**src/rtl/ddr2_if_ex_pkg.sv**
```systemverilog
// Shared definitions for the DDR2 interface example blocks: pattern mode encodings.
package ddr2_if_ex_pkg;

    localparam int unsigned MODE_W = 2;

    typedef enum logic [MODE_W-1:0] {
        MODE_LFSR = 2'd0,
        MODE_WALK = 2'd1,
        MODE_ALT  = 2'd2,
        MODE_RSVD = 2'd3
    } pattern_mode_e;

endpackage

```
**src/rtl/ddr2_if_ex_pattern_step.sv**
```systemverilog
// Combinational next-pattern function shared by the generator and the checker.
module ddr2_if_ex_pattern_step
    import ddr2_if_ex_pkg::*;
#(
    parameter int unsigned         WIDTH = 8,
    parameter logic [WIDTH-1:0]    TAPS  = WIDTH'(8'h1C)
) (
    input  logic [WIDTH-1:0]  cur,
    input  logic [MODE_W-1:0] mode,
    output logic [WIDTH-1:0]  nxt
);

    logic [WIDTH-1:0] rot_c;
    logic [WIDTH-1:0] fb_c;

    // Galois LFSR is a left rotate with the MSB folded into the tap positions; bit 0 tap is ignored.
    assign rot_c = {cur[WIDTH-2:0], cur[WIDTH-1]};
    assign fb_c  = {TAPS[WIDTH-1:1], 1'b0} & {WIDTH{cur[WIDTH-1]}};

    always_comb begin
        nxt = rot_c ^ fb_c;
        case (mode)
            MODE_WALK: nxt = rot_c;
            MODE_ALT:  nxt = ~cur;
            default:   nxt = rot_c ^ fb_c;
        endcase
    end

endmodule

```
**src/rtl/ddr2_if_ex_lfsr_genchk.sv**
```systemverilog
// Pattern generator (LFSR / walking-one / alternating) with a self-synchronised read-back checker.
module ddr2_if_ex_lfsr_genchk
    import ddr2_if_ex_pkg::*;
#(
    parameter int unsigned WIDTH = 8,
    parameter logic [63:0] TAPS  = 64'h1C,
    parameter logic [63:0] SEED  = 64'd32,
    parameter int unsigned CNTW  = 16
) (
    input  logic               clk,
    input  logic               reset_n,
    input  logic               enable,
    input  logic               pause,
    input  logic               load,
    input  logic [WIDTH-1:0]   ldata,
    input  logic [MODE_W-1:0]  mode,
    output logic [WIDTH-1:0]   data,
    input  logic               chk_en,
    input  logic               chk_valid,
    input  logic [WIDTH-1:0]   chk_data,
    output logic               err_flag,
    output logic [CNTW-1:0]    err_cnt,
    output logic [CNTW-1:0]    first_err_idx
);

    localparam logic [WIDTH-1:0] SEED_W = SEED[WIDTH-1:0];
    localparam logic [WIDTH-1:0] TAPS_W = TAPS[WIDTH-1:0];

    logic [WIDTH-1:0] init_c;
    logic [WIDTH-1:0] gen_next_c;
    logic [WIDTH-1:0] chk_next_c;
    logic [WIDTH-1:0] expected;
    logic [CNTW-1:0]  vld_cnt;
    logic             mismatch_c;

    assign init_c     = (mode == MODE_WALK) ? WIDTH'(1) : SEED_W;
    assign mismatch_c = (chk_data != expected);

    ddr2_if_ex_pattern_step #(.WIDTH(WIDTH), .TAPS(TAPS_W)) u_gen_step (
        .cur  (data),
        .mode (mode),
        .nxt  (gen_next_c)
    );

    ddr2_if_ex_pattern_step #(.WIDTH(WIDTH), .TAPS(TAPS_W)) u_chk_step (
        .cur  (expected),
        .mode (mode),
        .nxt  (chk_next_c)
    );

    // Generator: enable > load > pause > step.
    always_ff @(posedge clk or negedge reset_n) begin
        if (!reset_n) begin
            data <= SEED_W;
        end else if (!enable) begin
            data <= init_c;
        end else if (load) begin
            data <= ldata;
        end else if (!pause) begin
            data <= gen_next_c;
        end
    end

    // Checker: compare against the locally regenerated pattern, counters saturate.
    always_ff @(posedge clk or negedge reset_n) begin
        if (!reset_n) begin
            expected      <= SEED_W;
            err_flag      <= 1'b0;
            err_cnt       <= '0;
            first_err_idx <= '0;
            vld_cnt       <= '0;
        end else if (!chk_en) begin
            expected      <= init_c;
            err_flag      <= 1'b0;
            err_cnt       <= '0;
            first_err_idx <= '0;
            vld_cnt       <= '0;
        end else if (chk_valid) begin
            expected <= chk_next_c;
            if (vld_cnt != '1) begin
                vld_cnt <= vld_cnt + CNTW'(1);
            end
            if (mismatch_c) begin
                err_flag <= 1'b1;
                if (err_cnt != '1) begin
                    err_cnt <= err_cnt + CNTW'(1);
                end
                if (!err_flag) begin
                    first_err_idx <= vld_cnt;
                end
            end
        end
    end

endmodule

```
**config.mk**
```make
export PLATFORM = sky130hd
export DESIGN_NAME = ddr2_if_ex_lfsr_genchk
export DESIGN_NICKNAME = d
export VERILOG_FILES = /design/src/rtl/ddr2_if_ex_pkg.sv /design/src/rtl/ddr2_if_ex_pattern_step.sv /design/src/rtl/ddr2_if_ex_lfsr_genchk.sv
export SDC_FILE = /design/constraint.sdc
export NUM_CORES = 1
export LEC_CHECK = 0
export CORE_UTILIZATION = 48
export DETAILED_ROUTE_END_ITERATION = 10
export PLACE_DENSITY_LB_ADDON = 0.1
export SYNTH_ARGS = -nofsm -noshare
export SYNTH_HDL_FRONTEND = slang
export SYNTH_HIERARCHICAL = 1
export SYNTH_SLANG_ARGS = --single-unit
```
**constraint.sdc**
```tcl
create_clock -name clk -period 2 [get_ports clk]
set_input_delay 0.3 -clock clk [delete_from_list [all_inputs] [get_ports clk]]
set_output_delay 0.3 -clock clk [all_outputs]
set_load 0.05 [all_outputs]
```
==> metrics.md <==
| Metric | Value |
|---|---|
| Outcome | `finished clean` |
| WL final | `8784 microns` |
| Synthesized area per cell | `9.571 sq um` |
| Initial Util | `0.4974` |
| DP Wirelength | `6297 microns` |
| Antenna violations before repair | `0` |
| Most frequent cells in the layout | `61 x dfrtp_1, 59 x clkdlybuf4s50_1, 50 x buf_4` |
| FF-to-FF End | `err_cnt[15]$_DFFE_PN0P_` |
| Cell Pwr Density | `602.7 nW/um^2` |
| Mean routed wirelength per cell | `14.86 microns` |
| Final Worst Setup Slack | `0.06027 ns` |
| Worst Hold Class | `in -> async` |
| Post-DR vias/cell | `5.452` |
| Mapped Nets | `410` |
| Pins Over Slew Limit | `0` |
| Drt drc | `0` |
| R2R setup slack | `0.10 ns` |
| Synth warn | `6` |
| Placed inst area | `4703 sq um` |
| Setup crit start kind | `flop` |
| P&R area growth vs syn | `35.53%` |
| Inserted Diodes | `0` |
| Placement Setup Slack | `-0.2555 ns` |
| CTS tree | `yes` |
| CP Max Fanout | `4` |
| Leakage | `2.200 nW` |
| Port-buffer cells | `65` |
| WP data required | `1.70 ns` |
| Max cap viols | `0` |
| Post-synth EDFFs | `0` |
| 1st-pass router iterations | `4` |
| Crit path kind | `reg -> out` |
| Synthesis-stage register bit count | `65` |
| Rel. slew slack | `0.6609` |
| CTS Buffer Depth | `2` |
| Design area | `4916 sq um` |
| FF-to-FF Start | `expected[0]$_DFFE_PN0P_` |
| VDD IR-drop max | `330.5 uV` |
| Core area | `7292 sq um` |
| Number of CTS-inserted buffers | `9` |
| Clock sink total | `65` |
| Die Y | `88.93 microns` |
| Worst Clk Skew | `0.01015 ns` |
| Fin cells | `591` |
| CTS clk-pin slew, worst paths | `0.08 ns` |
| IO Count | `66` |
| NumNets Final | `518` |
| Placed Cells | `574` |
| Antenna Nets Post-Route | `0` |
| Layout cells sized above 1 | `0.1667` |
| Root buffer selected by CTS | `clkbuf_8` |
| Total track usage | `0.2451` |
| Arrival @ worst endpoint | `1.64 ns` |
| Setup-failing EPs final | `0` |
| RePlAce Congestion | `0.8871` |
| Initial DRC count | `127` |
| Synth Cell Area | `3627 sq um` |
| Die Wd | `88.93 microns` |
| R2R cell count | `6` |
| RSZ-0062 raised after global routing | `true` |
| Vias in the first global route | `3140` |
| Largest net degree at the start of global routing | `66` |
| Fmax | `0.5155 GHz` |
| Hold Vio Cnt, Final | `0` |
| Die area | `7909 sq um` |
| Commonest non-fill, non-tap cell in the layout | `dfrtp_1` |
| Cell variety after synth | `45` |
| Fin crit share | `0.9699` |
| Async SR Flop Fraction | `1.000` |
| Critical path endpoint category | `output pin` |
| Grt total ovfl | `0` |
| Skew-Pair Late Insertion Delay | `0.34 ns` |
| Via count | `3222` |
| H-tree depth | `3` |
| First-pass GRT wire length | `14790 microns` |
| Top_reg_cell synth | `dfrtp_1` |
| # rows | `31` |
| Tmin final | `1.940 ns` |
| Least-Margin Pin Slew | `0.5070 ns` |
| Sequential element share of the synthesized area | `0.4491` |
| Synth Instances | `379` |
==> through the flow <==
step	hold WS, ns	utilization	power [mW]	TNS, ns
floorplan	0.004409	-	1.693	0
global placement	0.3460	0.6450	1.915	-4.099
detailed placement	0.3471	0.6450	1.925	-5.003
CTS	0.5072	0.6716	2.987	0
global route	0.5192	0.6742	3.110	-0.009753
finish	0.4860	0.6742	2.963	0
==> worst max-delay path: stages (launching register included) <==
cell,delay (ns)
dfrtp_1,0.35
buf_4,0.14
clkdlybuf4s50_1,0.81
==> power by group <==
part           internal [mW]  switching, mW
clock                  0.499          0.564
sequential              1.35         0.0389
combinational          0.228          0.282
==> per-layer routing <==
metal,vias to the layer above,global-route usage,wire length [microns]
li1,1579,-,-
met1,1560,0.3361,4131
met2,71,0.3902,4194
met3,12,0.05355,337
met4,0,0.07792,121
met5,-,0,0
==> area by class of cell <==
class / count / area (sq um)
flip-flops and latches: 65 / 1632
clock buffers: 10 / 137.6
well taps: 99 / 123.9
repair buffers: 118 / 1076
inverters: 11 / 41.29
multi-input cells: 282 / 1857
fillers: 649 / 2376
clock inverters: 6 / 48.80
==> Yosys cell counts (all sizes together), types with 3 or more instances <==
library cell	number	area, sq um
nor3	6	30.03
o21ai	37	185.2
nand4b	3	26.28
xor2	14	122.6
a2111oi	3	28.78
nor2b	5	31.28
or3	5	31.28
o211ai	5	37.54
a211oi	4	30.03
nand2b	7	43.79
a221oi	4	35.03
dfrtp	63	1577
and3	6	37.54
nor2	19	71.32
nand3	12	60.06
xnor2	18	157.7
a21oi	24	123.9
inv	11	41.29
buf	12	77.57
a22o	16	140.1
ha	6	75.07
mux2i	19	190.2
and2	9	56.30
nand2	34	130.1
clkbuf	9	33.78
nand4	11	68.82
==> kinds of logic (layout without fill, tap and decap cells) <==
group,after synthesis,count (layout),synth area share
fa+ha+maj,6,6,0.02070
flops,65,65,0.4491
simple gates,123,123,0.1766
xor+xnor,32,32,0.07727
buf+inv,32,145,0.04208
mux,19,19,0.05243
compound gates,102,102,0.1818
==> timing repair <==
action | in CTS | in global routing
hold buffers | 1 | 0
setup endpoints to repair | 2 | 10
setup buffers | 0 | 0
endpoints found under the hold margin | 63 | 0
pin swaps | 0 | 1
resized for setup | 2 | 8
==> state kept, by name, summed over array words and instances, names as in the netlist <==
signal,count
expected,8
first_err_idx,16
err_cnt,16
err_flag,1
vld_cnt,16
data,8
==> worst max path at each step <==
stage,cells past startpoint,start,end,slack [ns]
global route,7,chk_valid,err_cnt[9]$_DFFE_PN0P_,-0.006
detailed placement,8,chk_data[3],err_cnt[9]$_DFFE_PN0P_,-0.26
global placement,8,chk_data[6],err_cnt[9]$_DFFE_PN0P_,-0.22
CTS,2,err_cnt[2]$_DFFE_PN0P_,err_cnt[2],0.02
floorplan,6,err_cnt[2]$_DFFE_PN0P_,err_cnt[11]$_DFFE_PN0P_,0.01
finish,2,err_cnt[4]$_DFFE_PN0P_,err_cnt[4],0.06
Note: power is estimated with default switching activity, not from simulation.
